### src/rtl/sprite_ram_arbiter.sv
// sprite_ram_arbiter: shares the sprite attribute RAM read port between scan and host byte reads
module sprite_ram_arbiter (
  input  logic        clk_i,
  input  logic        rst_n_i,
  input  logic        host_wr_i,
  input  logic        host_rd_i,
  input  logic [9:0]  host_addr_i,
  input  logic [7:0]  host_wr_data_i,
  output logic [7:0]  host_rd_data_o,
  output logic        host_rd_valid_o,
  output logic        host_busy_o,
  input  logic        scan_start_i,
  input  logic [6:0]  scan_first_i,
  input  logic [7:0]  scan_count_i,
  output logic [31:0] scan_data_o,
  output logic        scan_valid_o,
  output logic [6:0]  scan_sprite_o,
  output logic        scan_half_o,
  output logic        scan_done_o,
  output logic        scan_busy_o,
  output logic        ram_wr_en_o,
  output logic [3:0]  ram_ben_o,
  output logic [7:0]  ram_wr_addr_o,
  output logic [31:0] ram_wr_data_o,
  output logic [7:0]  ram_rd_addr_o,
  input  logic [31:0] ram_rd_data_i
);
  typedef enum logic [1:0] {IDLE, RUN, DRAIN} state_t;
  state_t state;
  logic [6:0] sprite, tag_sprite;
  logic half, tag_half;
  logic [8:0] remaining;
  logic pending, last_scan, host_inflight, scan_inflight;
  logic [9:0] rd_addr;
  logic [7:0] last_rd_addr;
  logic host_elig, scan_elig, host_gnt, scan_gnt;
  // a host read of the word being written this cycle waits so it sees the new data
  always_comb begin
    host_elig = pending && !(ram_wr_en_o && ram_wr_addr_o == rd_addr[9:2]);
    scan_elig = state == RUN;
    host_gnt = host_elig && (!scan_elig || last_scan);
    scan_gnt = scan_elig && !host_gnt;
    ram_rd_addr_o = host_gnt ? rd_addr[9:2] : scan_gnt ? {sprite, half} : last_rd_addr;
  end
  always_ff @(posedge clk_i) begin
    if (!rst_n_i) begin
      ram_wr_en_o <= 1'b0;
      ram_ben_o <= 4'b0000;
      ram_wr_addr_o <= 8'd0;
      ram_wr_data_o <= 32'd0;
    end else begin
      ram_wr_en_o <= host_wr_i;
      ram_ben_o <= host_wr_i ? 4'b0001 << host_addr_i[1:0] : 4'b0000;
      if (host_wr_i) begin
        ram_wr_addr_o <= host_addr_i[9:2];
        ram_wr_data_o <= {4{host_wr_data_i}};
      end
    end
  end
  always_ff @(posedge clk_i) begin
    if (!rst_n_i) begin
      pending <= 1'b0;
      host_busy_o <= 1'b0;
      rd_addr <= 10'd0;
      host_inflight <= 1'b0;
      host_rd_valid_o <= 1'b0;
      host_rd_data_o <= 8'd0;
      last_scan <= 1'b0;
      last_rd_addr <= 8'd0;
    end else begin
      if (host_rd_i && !host_busy_o) begin
        pending <= 1'b1;
        host_busy_o <= 1'b1;
        rd_addr <= host_addr_i;
      end else begin
        if (host_gnt) pending <= 1'b0;
        if (host_inflight) host_busy_o <= 1'b0;
      end
      host_inflight <= host_gnt;
      host_rd_valid_o <= host_inflight;
      if (host_inflight) host_rd_data_o <= ram_rd_data_i[8*rd_addr[1:0] +: 8];
      if (host_gnt || scan_gnt) begin
        last_scan <= scan_gnt;
        last_rd_addr <= ram_rd_addr_o;
      end
    end
  end
  always_ff @(posedge clk_i) begin
    if (!rst_n_i) begin
      state <= IDLE;
      scan_busy_o <= 1'b0;
      sprite <= 7'd0;
      half <= 1'b0;
      remaining <= 9'd0;
      scan_inflight <= 1'b0;
      tag_sprite <= 7'd0;
      tag_half <= 1'b0;
      scan_valid_o <= 1'b0;
      scan_data_o <= 32'd0;
      scan_sprite_o <= 7'd0;
      scan_half_o <= 1'b0;
      scan_done_o <= 1'b0;
    end else begin
      scan_inflight <= scan_gnt;
      scan_valid_o <= scan_inflight;
      scan_done_o <= 1'b0;
      if (scan_gnt) begin
        tag_sprite <= sprite;
        tag_half <= half;
      end
      if (scan_inflight) begin
        scan_data_o <= ram_rd_data_i;
        scan_sprite_o <= tag_sprite;
        scan_half_o <= tag_half;
      end
      case (state)
        IDLE: if (scan_start_i) begin
          sprite <= scan_first_i;
          half <= 1'b0;
          remaining <= scan_count_i == 8'd0 ? 9'd256 : {scan_count_i, 1'b0};
          state <= RUN;
          scan_busy_o <= 1'b1;
        end
        RUN: if (scan_gnt) begin
          half <= ~half;
          if (half) sprite <= sprite + 7'd1;
          remaining <= remaining - 9'd1;
          if (remaining == 9'd1) state <= DRAIN;
        end
        // last word is out once valid shows with nothing left in flight
        DRAIN: if (scan_valid_o && !scan_inflight) begin
          scan_done_o <= 1'b1;
          state <= IDLE;
          scan_busy_o <= 1'b0;
        end
        default: state <= IDLE;
      endcase
    end
  end
endmodule

### config.mk
export PLATFORM = sky130hd
export DESIGN_NAME = sprite_ram_arbiter
export DESIGN_NICKNAME = d
export VERILOG_FILES = /design/src/rtl/sprite_ram_arbiter.sv
export SDC_FILE = /design/constraint.sdc
export NUM_CORES = 1
export LEC_CHECK = 0
export ABC_AREA = 1
export BUFFER_PORTS_ARGS = -buffer_cell sky130_fd_sc_hd__buf_4
export CORE_MARGIN = 3
export CORE_UTILIZATION = 48
export DETAILED_ROUTE_END_ITERATION = 8
export GPL_TIMING_DRIVEN = 0
export PLACE_DENSITY = 0.79
export SYNTH_ARGS = -nofsm -noshare
export SYNTH_HDL_FRONTEND = slang
export SYNTH_SLANG_ARGS = --single-unit
### constraint.sdc
create_clock -name clk_i -period 3.4 [get_ports clk_i]
set_input_delay 0.51 -clock clk_i [delete_from_list [all_inputs] [get_ports clk_i]]
set_output_delay 0.51 -clock clk_i [all_outputs]
set_load 0.03 [all_outputs]
==> metrics.md, run 1 <==
| Metric | Value |
|---|---|
| Reg2Reg Launch Point | `ram_wr_addr_o[7]$_SDFFE_PN0P_` |
| Die Ht | `112.4 µm` |
| Number of global-route vias before repair | `5423` |
| Setup crit start kind | `flop` |
| Yosys warns | `0` |
| IO Port Bufs | `175` |
| Global route overflow | `0` |
| Hpwl dp | `12010 µm` |
| Layout cell share with drive strength beyond 1 | `0.2727` |
| Netlist cell types | `34` |
| Root Driver | `clkbuf_16` |
| ANT nets after route | `0` |
| Fmax | `0.3740 GHz` |
| Max Cap Viol | `0` |
| Die width | `112.4 µm` |
| Drt first pass iters | `4` |
| Layout Utilization | `0.6847` |
| Core ar. | `10940 µm²` |
| Worst-path maximum fanout | `10` |
| DR vias/cell | `5.153` |
| Tcrit/Tclk final | `0.7863` |
| Worst hold slack | `266.9 ps` |
| Max-slew headroom | `0.6103` |
| Cell Area, Synth | `5431 µm²` |
| Setup ws final | `726.5 ps` |
| # IOs | `176` |
| Hold WC Path Type | `input port to flop` |
| Layout Skew | `8.345 ps` |
| Placed insts | `1076` |
| R2R setup slack | `1700 ps` |
| Largest net degree at the start of global routing | `17` |
| DRT Wirelength | `16800 µm` |
| H-tree levels | `4` |
| First-pass GRT wire length | `26620 µm` |
| Least-Margin Pin Slew | `584.5 ps` |
| Max VDD drop | `0.5235 mV` |
| Layout Nets | `1028` |
| Status | `finished, final reports clean` |
| Final Cell Area | `7487 µm²` |
| Cells after Synth | `761` |
| RSZ-0062 raised after global routing | `false` |
| Iter 0 DRT Violations | `426` |
| CTS tree | `done` |
| Commonest non-fill, non-tap cell in the layout | `buf_4` |
| Critical Path Start | `ram_wr_addr_o[7]$_SDFFE_PN0P_` |
| Clock-pin slew on the worst setup and hold paths | `60 ps` |
| Syn_nets | `834` |
| Setup fix buffers added after clock tree synthesis | `0` |
| Max-slew violations | `0` |
| Overall power | `4.565 mW` |
| RR Endpoint | `last_rd_addr[5]$_SDFFE_PN0P_` |
| Synth Area per Inst | `7.137 µm²` |
| Sequential element share of the synthesized area | `0.4534` |
| Hold depth | `2` |
| Register-to-Register Path Depth | `11` |
| Initial antenna violation count | `0` |
| Setup TNS Final | `0 ps` |
| Most frequent cells in the layout | `buf_4, nor2_1, dfxtp_1` |
| Count of final setup violators | `0` |
| Die area | `12630 µm²` |
| # rows | `38` |
| Crit end category | `output port` |
| Total GRT Usage | `0.2614` |
| Shortest period the worst path allows | `2674 ps` |
| Endpoints failing hold | `0` |
| Starting density of the core | `0.4967` |
| CTS buffer count | `17` |
| Worst path arrival time | `2160 ps` |
| GP Congestion | `0.9110` |
| Total clock sinks | `123` |
| Power per cell area | `609.7 nW/µm²` |
| Layout Cells excl Fill | `1108` |
| Crit path capture | `ram_rd_addr_o[0]` |
| Total inserted antenna cells | `0` |
| WL per Instance | `15.16 µm` |
| Leak | `3.780 nW` |
| Crit path kind | `flop to output port` |
| Total number of vias | `5710` |
| Area grow syn2layout | `37.85%` |
| Detailed-route DRC error count | `0` |
| Register bit total from synthesis | `123` |
| Post-CTS Hold Fix Bufs | `0` |
| Post-CTS Resized | `0` |
| CTS Buffer Depth | `2` |
| Clock latency on the worst-skew pair | `410 ps` |
| Area after DPL | `6920 µm²` |
| Required @ worst endpoint | `2890 ps` |
| Pre-CTS worst setup slack | `1207 ps` |
-- kinds of logic after synthesis --
logic type,Yosys count,share of synthesized area
AND/OR/NAND/NOR,346,0.2707
XOR/XNOR,6,0.009675
AO/OA/AOI/OAI,153,0.1456
adder cells (fa/ha/maj),3,0.006912
flip-flops,123,0.4534
buffers and inverters,130,0.1138
-- cell usage after synthesis (all sizes together) --
cell / n / share of area
nor2: 182 / 0.13
dfxtp: 123 / 0.45
nand2: 108 / 0.078
o21ai: 103 / 0.095
inv: 65 / 0.045
nand3: 44 / 0.050
a21oi: 35 / 0.032
buf: 34 / 0.047
clkbuf: 28 / 0.019
o22ai: 9 / 0.010
xor2: 5 / 0.0081
nand4: 4 / 0.0046
clkinv: 3 / 0.0021
ha: 3 / 0.0069
nor3: 3 / 0.0028
or2: 3 / 0.0035
a31oi: 2 / 0.0023
nor4: 2 / 0.0023
o31ai: 2 / 0.0028
a21boi: 1 / 0.0014
a31o: 1 / 0.0016
xnor2: 1 / 0.0016
-- per-layer routing --
layer | GRT usage | share of wire | wire length, µm
met1 | 0.3286 | 0.42 | 7025
met2 | 0.4191 | 0.48 | 8031
met3 | 0.08464 | 0.076 | 1278
met4 | 0.1010 | 0.028 | 464
met5 | 0 | 0 | 0
-- flip-flops by register name, summed over array words and instances (netlist names), 2 cells and up --
register / cells
state: 2
tag_sprite: 7
ram_ben_o: 4
ram_wr_addr_o: 8
rd_addr: 10
host_rd_data_o: 8
remaining: 9
ram_wr_data_o: 8
last_rd_addr: 8
scan_sprite_o: 7
sprite: 7
scan_data_o: 32
-- where the power goes --
part           total, mW  internal [mW]  switching, mW  leakage, nW
Sequential          1.70           1.59          0.118         1.01
Combinational       1.13          0.423          0.711         2.49
Clock               1.73           1.02          0.709        0.276
Total               4.56           3.03           1.54         3.78
-- critical path, stage by stage (launching register included) --
cell,delay (ps)
dfxtp_1,330
inv_1,70
a21boi_1,170
nand2_1,70
nor2_1,120
nand3_2,140
nand2_4,120
buf_8,130
inv_4,60
nand2_1,80
nand2_1,70
nor2_2,130
inv_1,80
buf_4,170
-- worst min path at each step --
stage,from,to,slack [ps]
finish,host_addr_i[0],ram_ben_o[2]$_SDFF_PN0_,270
floorplan,pending$_SDFFE_PN0P_,pending$_SDFFE_PN0P_,440
global placement,pending$_SDFFE_PN0P_,pending$_SDFFE_PN0P_,450
global route,host_addr_i[0],ram_ben_o[2]$_SDFF_PN0_,260
CTS,host_addr_i[0],ram_ben_o[2]$_SDFF_PN0_,250
detailed placement,tag_sprite[5]$_SDFFE_PN0P_,tag_sprite[5]$_SDFFE_PN0P_,460
-- area by class of cell --
| type | count | area, µm² |
|---|---|---|
| Buffer | 62 | 360.3 |
| Clock buffer | 17 | 425.4 |
| Clock inverter | 15 | 141.4 |
| Fill cell | 923 | 3448 |
| Inverter | 68 | 257.7 |
| Multi-Input combinational cell | 508 | 2351 |
| Sequential cell | 123 | 2462 |
| Tap cell | 140 | 175.2 |
| Timing Repair Buffer | 175 | 1314 |
(Power assumes the default switching activity.)
==> inputs of run 2 (changes only) <==
--- a/config.mk
+++ b/config.mk
@@ -8,7 +8,7 @@
 export ABC_AREA = 1
 export BUFFER_PORTS_ARGS = -buffer_cell sky130_fd_sc_hd__buf_4
 export CORE_MARGIN = 3
-export CORE_UTILIZATION = 48
+export CORE_UTILIZATION = 46
 export DETAILED_ROUTE_END_ITERATION = 8
 export GPL_TIMING_DRIVEN = 0
 export PLACE_DENSITY = 0.79
==> constraint.sdc (replaced) <==
create_clock -name clk_i -period 2.3 [get_ports clk_i]
set_input_delay 0.345 -clock clk_i [delete_from_list [all_inputs] [get_ports clk_i]]
set_output_delay 0.345 -clock clk_i [all_outputs]
set_load 0.03 [all_outputs]
==> metrics.md, run 2 (synthesized netlist as in run 1, its figures left out) <==
| Metric | Value |
|---|---|
| Status | `finished with violations (was finished, final reports clean)` |
| Failing checks | `setup timing` |
| Shortest period the worst path allows | `2377 ps` |
| GP Congestion | `0.8660 (was 0.9110)` |
| Max-slew violations | `0 (unchanged)` |
| RR Endpoint | `last_rd_addr[1]$_SDFFE_PN0P_ (was last_rd_addr[5]$_SDFFE_PN0P_)` |
| CTS tree | `done (unchanged)` |
| Core ar. | `11470 µm² (was 10940 µm²)` |
| Most frequent cells in the layout | `buf_4, nor2_1, dfxtp_1 (unchanged)` |
| Overall power | `7.222 mW (was 4.565 mW)` |
| Initial antenna violation count | `0 (unchanged)` |
| Layout Nets | `1046 (was 1028)` |
| Number of global-route vias before repair | `5602 (was 5423)` |
| Hpwl dp | `11970 µm (was 12010 µm)` |
| Reg2Reg Launch Point | `rd_addr[5]$_SDFFE_PN0P_ (was ram_wr_addr_o[7]$_SDFFE_PN0P_)` |
| Register-to-Register Path Depth | `19 (was 11)` |
| Worst path slowest cell | `dfxtp_2 (was dfxtp_1)` |
| CTS Buffer Depth | `2 (unchanged)` |
| Clock-pin slew on the worst setup and hold paths | `60 ps (about the same)` |
| Leak | `3.922 nW (was 3.780 nW)` |
| Total inserted antenna cells | `0 (unchanged)` |
| Max Cap Viol | `0 (unchanged)` |
| Placed insts | `1079 (was 1076)` |
| Tcrit/Tclk final | `1.034` |
| Worst-path maximum fanout | `9 (was 10)` |
| Die Ht | `114.7 µm (was 112.4 µm)` |
| First-pass GRT wire length | `27410 µm (was 26620 µm)` |
| Most flop-heavy register | `scan_data_o (unchanged)` |
| Endpoints failing hold | `0 (unchanged)` |
| CP max stage delay | `360 ps (was 330 ps)` |
| Hold_sp | `host_addr_i[0] (unchanged)` |
| Die area | `13150 µm² (was 12630 µm²)` |
| IO Port Bufs | `175 (unchanged)` |
| Root Driver | `clkbuf_16 (unchanged)` |
| ANT nets after route | `0 (unchanged)` |
| Clock latency on the worst-skew pair | `420 ps (was 410 ps)` |
| Buf+Inv Stages, Crit Path | `6 (was 5)` |
| WL per Instance | `15.34 µm (was 15.16 µm)` |
| Max-slew headroom | `0.5981 (was 0.6103)` |
| Layout cell share with drive strength beyond 1 | `0.3235 (was 0.2727)` |
| RSZ-0062 raised after global routing | `true (was false)` |
| Iter 0 DRT Violations | `553 (was 426)` |
| Max reg flops | `32 (unchanged)` |
| CTS buffer count | `17 (unchanged)` |
| Hold endpoint | `ram_ben_o[2]$_SDFF_PN0_ (unchanged)` |
| R2R setup slack | `130 ps (was 1700 ps)` |
| Detailed-route DRC error count | `0 (unchanged)` |
| Setup TNS Final | `-270.7 ps (was 0 ps)` |
| # rows | `39 (was 38)` |
| Die width | `114.7 µm (was 112.4 µm)` |
| Biggest regs | `scan_data_o (32), rd_addr (10), remaining (9) (unchanged)` |
| Crit path kind | `flop to output port (unchanged)` |
| Layout Cells excl Fill | `1129 (was 1108)` |
| Required @ worst endpoint | `1960 ps (was 2890 ps)` |
| Setup ws final | `-77.24 ps (was 726.5 ps)` |
| Area grow syn2layout | `44.94% (was 37.85%)` |
| Least-Margin Pin Slew | `602.9 ps (was 584.5 ps)` |
| Worst path arrival time | `2030 ps (was 2160 ps)` |
| Total clock sinks | `123 (unchanged)` |
| Layout Utilization | `0.6865 (was 0.6847)` |
| Commonest non-fill, non-tap cell in the layout | `buf_4 (unchanged)` |
| Total GRT Usage | `0.2638 (was 0.2614)` |
| Critical path cell sequence | `inv_2 > nand2_1 > nand2_1 > inv_1 > nand2_1 > nor2_2 > nand3_2 > nand2_4 > buf_8 > inv_8 > nand2_2 > nand2_2 > nor2_4 > inv_2 > buf_6 (was inv_1 > a21boi_1 > nand2_1 > nor2_1 > nand3_2 > nand2_4 > buf_8 > inv_4 > nand2_1 > nand2_1 > nor2_2 > inv_1 > buf_4)` |
| Hold depth | `2 (unchanged)` |
| Crit end category | `output port (unchanged)` |
| Hold WC Path Type | `input port to flop (unchanged)` |
| Global route overflow | `0 (unchanged)` |
| Critical path's top delay family | `simple AND/OR/NAND/NOR gates (unchanged)` |
| DR vias/cell | `5.231 (was 5.153)` |
| Layout Skew | `6.496 ps (was 8.345 ps)` |
| Power per cell area | `917.3 nW/µm² (was 609.7 nW/µm²)` |
| Drt first pass iters | `5 (was 4)` |
| Count of final setup violators | `8 (was 0)` |
| DRT Wirelength | `17320 µm (was 16800 µm)` |
| H-tree levels | `4 (unchanged)` |
| Final Cell Area | `7873 µm² (was 7487 µm²)` |
| # IOs | `176 (unchanged)` |
| Most used cell, CP | `nand2_1 (unchanged)` |
| Largest net degree at the start of global routing | `17 (unchanged)` |
| Setup crit start kind | `flop (unchanged)` |
| Fmax | `0.4207 GHz` |
| Starting density of the core | `0.4736 (was 0.4967)` |
| Area after DPL | `6924 µm² (was 6920 µm²)` |
| Total number of vias | `5906 (was 5710)` |
| Max VDD drop | `0.7505 mV (was 0.5235 mV)` |
==> run 2: cell count changes in the layout (fill, tap and decap cells not counted), moves of 7 or more <==
cell	delta
nand3_1	-7
dfxtp_1	-11
nand2_1	-8
buf_6	+7
dfxtp_2	+11
nand2_2	+7
buf_4	+9
==> run 2: layout make-up <==
class,count,area [µm²]
Buffer,61,354.1
Clock buffer,17,425.4
Clock inverter,15,210.2
Fill cell,942,3595
Inverter,68,262.8
Multi-Input combinational cell,508,2450
Sequential cell,123,2476
Tap cell,143,178.9
Timing Repair Buffer,194,1515
==> run 2: how the worst max path moves through the flow <==
stage	startpoint	end	cells after the start
floorplan	ram_wr_addr_o[7]$_SDFFE_PN0P_	ram_rd_addr_o[0]	11
global placement	rd_addr[8]$_SDFFE_PN0P_	ram_rd_addr_o[0]	13
detailed placement	rd_addr[8]$_SDFFE_PN0P_	ram_rd_addr_o[0]	13
CTS	ram_wr_addr_o[5]$_SDFFE_PN0P_	ram_rd_addr_o[1]	12
global route	rd_addr[5]$_SDFFE_PN0P_	ram_rd_addr_o[0]	15
finish	rd_addr[5]$_SDFFE_PN0P_	ram_rd_addr_o[0]	15
==> run 2: what timing repair did <==
item,CTS,global route
pin swaps,6,13
resized for setup,30,23
buffers inserted,10,9
endpoints found under the setup margin,8,9
gates cloned,1,0
hold buffers,0,0
==> run 2: layer usage <==
metal	vias up	track usage	routed length, µm
met4	0	0.09976	515
met1	2745	0.3243	7038
li1	2842	-	-
met5	-	0	0
met2	266	0.4284	8280
met3	53	0.08774	1482
==> run 2: power by group <==
group,internal [mW],switching (mW),total [mW]
Sequential,2.35,0.180,2.53
Combinational,0.704,1.11,1.81
Clock,1.83,1.05,2.88
==> run 2: per-stage QoR <==
step	hold slack (ps)	setup slack [ps]
floorplan	417.4	335.6
global placement	449.8	289.3
detailed placement	458.9	269.6
CTS	90.62	-33.28
global route	90.96	-187.4
finish	97.42	-77.24
==> run 2: worst register-to-register path, cell delays in order (launching register included) <==
cell,delay (ps)
dfxtp_2,360
inv_2,50
nand2_1,60
nand2_1,50
inv_1,50
nand2_1,60
nor2_2,120
nand3_2,130
nand2_4,120
buf_12,110
buf_16,110
nand3_4,80
nand2_4,90
nor2_4,40
buf_4,120
buf_4,130
buf_4,120
buf_4,120
buf_4,140
nor2_4,70
==> inputs of run 3 (changes only) <==
==> constraint.sdc (replaced) <==
create_clock -name clk_i -period 2.3 [get_ports clk_i]
set_input_delay 0.23 -clock clk_i [delete_from_list [all_inputs] [get_ports clk_i]]
set_output_delay 0.23 -clock clk_i [all_outputs]
set_load 0.03 [all_outputs]
==> metrics.md, run 3 (synthesized netlist as in run 1, its figures left out) <==
| Metric | Value |
|---|---|
| Biggest regs | `scan_data_o (32), rd_addr (10), remaining (9) (unchanged)` |
| Power per cell area | `919.1 nW/µm² (was 917.3 nW/µm²)` |
| Max Cap Viol | `0 (unchanged)` |
| CP max stage delay | `410 ps (was 360 ps)` |
| Tcrit/Tclk final | `0.9937 (was 1.034)` |
| Total number of vias | `5815 (was 5906)` |
| IO Port Bufs | `175 (unchanged)` |
| Fmax | `0.4376 GHz (was 0.4207 GHz)` |
| # rows | `39 (unchanged)` |
| Die width | `114.7 µm (unchanged)` |
| Max-slew violations | `0 (unchanged)` |
| Critical path cell sequence | `or2_1 > nand2_1 > nor2_2 > nand3_2 > nand2_4 > buf_8 > inv_8 > nand2_2 > nand2_2 > nor2_4 > inv_2 > buf_6 (was inv_2 > nand2_1 > nand2_1 > inv_1 > nand2_1 > nor2_2 > nand3_2 > nand2_4 > buf_8 > inv_8 > nand2_2 > nand2_2 > nor2_4 > inv_2 > buf_6)` |
| WL per Instance | `14.99 µm (was 15.34 µm)` |
| Max VDD drop | `0.7032 mV (was 0.7505 mV)` |
| Area after DPL | `6924 µm² (unchanged)` |
| Shortest period the worst path allows | `2285 ps (was 2377 ps)` |
| First-pass GRT wire length | `26850 µm (was 27410 µm)` |
| Most frequent cells in the layout | `buf_4, nor2_1, dfxtp_1 (unchanged)` |
| Worst path slowest cell | `dfxtp_1 (was dfxtp_2)` |
| Critical path's top delay family | `simple AND/OR/NAND/NOR gates (unchanged)` |
| DRT Wirelength | `16880 µm (was 17320 µm)` |
| H-tree levels | `4 (unchanged)` |
| Setup crit start kind | `flop (unchanged)` |
| Largest net degree at the start of global routing | `17 (unchanged)` |
| Drt first pass iters | `7 (was 5)` |
| CTS tree | `done (unchanged)` |
| Die Ht | `114.7 µm (unchanged)` |
| Pre-CTS worst setup slack | `384.6 ps (was 269.6 ps)` |
| Total GRT Usage | `0.2585 (was 0.2638)` |
| Final Cell Area | `7785 µm² (was 7873 µm²)` |
| Buf+Inv Stages, Crit Path | `4 (was 6)` |
| Total inserted antenna cells | `0 (unchanged)` |
| Setup ws final | `14.56 ps (was -77.24 ps)` |
| Max-slew headroom | `0.6100 (was 0.5981)` |
| Iter 0 DRT Violations | `560 (was 553)` |
| Crit end category | `output port (unchanged)` |
| Least-Margin Pin Slew | `585.1 ps (was 602.9 ps)` |
| Most flop-heavy register | `scan_data_o (unchanged)` |
| CTS buffer count | `17 (unchanged)` |
| Max reg flops | `32 (unchanged)` |
| Global route overflow | `0 (unchanged)` |
| Count of final setup violators | `0 (was 8)` |
| Most used cell, CP | `nand2_2 (was nand2_1)` |
| Layout cell share with drive strength beyond 1 | `0.3113 (was 0.3235)` |
| Number of global-route vias before repair | `5518 (was 5602)` |
| Clock-pin slew on the worst setup and hold paths | `60 ps (about the same)` |
| Clock latency on the worst-skew pair | `420 ps (about the same)` |
| Setup TNS Final | `0 ps (was -270.7 ps)` |
| Layout Utilization | `0.6789 (was 0.6865)` |
| DR vias/cell | `5.164 (was 5.231)` |
| CTS Buffer Depth | `2 (unchanged)` |
| Die area | `13150 µm² (unchanged)` |
| Total clock sinks | `123 (unchanged)` |
| Area grow syn2layout | `43.33% (was 44.94%)` |
| Core ar. | `11470 µm² (unchanged)` |
| Detailed-route DRC error count | `0 (unchanged)` |
| Crit path kind | `flop to output port (unchanged)` |
| # IOs | `176 (unchanged)` |
| Leak | `3.893 nW (was 3.922 nW)` |
| Hold WC Path Type | `input port to flop (unchanged)` |
| Worst path arrival time | `2060 ps (was 2030 ps)` |
| Required @ worst endpoint | `2070 ps (was 1960 ps)` |
| Root Driver | `clkbuf_16 (unchanged)` |
| ANT nets after route | `0 (unchanged)` |
| Hpwl dp | `11970 µm (unchanged)` |
| Initial antenna violation count | `0 (unchanged)` |
| Layout Nets | `1043 (was 1046)` |
| Commonest non-fill, non-tap cell in the layout | `buf_4 (unchanged)` |
| Status | `finished, final reports clean (was finished with violations)` |
| GP Congestion | `0.8660 (unchanged)` |
| Worst-path maximum fanout | `9 (unchanged)` |
| Layout Skew | `7.587 ps (was 6.496 ps)` |
| Starting density of the core | `0.4736 (unchanged)` |
| Endpoints failing hold | `0 (unchanged)` |
[run 3: cell types whose count changed in the layout (fill, tap and decap cells not counted), sizes merged]
cell         delta
buf             -6
dlygate4sd3     +2
clkbuf          +1
[run 3: where the power goes]
part / leakage, nW / internal [mW] / switching, mW
sequential: 1.01 / 2.35 / 0.174
combinational: 2.58 / 0.676 / 1.08
clock: 0.305 / 1.83 / 1.05
total: 3.89 / 4.86 / 2.30
[run 3: through the flow]
step	total power, mW	std cells	hold WS, ps
floorplan	3.612	761	302.4
global placement	4.185	1079	408.0
detailed placement	4.205	1079	415.4
CTS	7.093	1121	26.30
global route	7.475	1126	40.22
finish	7.155	1126	32.42
[run 3: tightest hold or removal path: stages]
cell and delay, ps:
buf_4 80, nor2_1 30, nor2_1 80
[run 3: repair_timing]
action,CTS,global route
pin swaps,3,10
setup buffers,8,4
resized for setup,2,36
hold buffers,2,0
hold endpoints to repair,3,0
gates cloned,0,1
setup endpoints to repair,4,9
[run 3: routing by layer]
metal  track usage  wire length [µm]  vias to the layer above
met5             0                 0                        -
met4       0.08393               444                        0
met3       0.08404              1466                       43
met2        0.4210              8024                      264
met1        0.3236              6942                     2670
li1              -                 -                     2838
[run 3: worst paths after layout]
check	slack [ps]	cells past startpoint	endpoint	from
max	10	12	ram_rd_addr_o[0]	rd_addr[9]$_SDFFE_PN0P_
min	30	3	ram_wr_data_o[26]$_SDFFE_PN0P_	host_wr_data_i[2]
max reg2reg	140	15	last_rd_addr[1]$_SDFFE_PN0P_	rd_addr[9]$_SDFFE_PN0P_
min reg2reg	460	2	tag_sprite[4]$_SDFFE_PN0P_	tag_sprite[4]$_SDFFE_PN0P_
[run 3: layout make-up]
| type | instances | area, µm² |
|---|---|---|
| repair buffers | 190 | 1456 |
| multi-input cells | 508 | 2417 |
| clock inverters | 15 | 210.2 |
| clock buffers | 17 | 425.4 |
| flip-flops and latches | 123 | 2472 |
| well taps | 143 | 178.9 |
| fillers | 969 | 3682 |
| plain buffers | 62 | 361.6 |
| inverters | 68 | 262.8 |
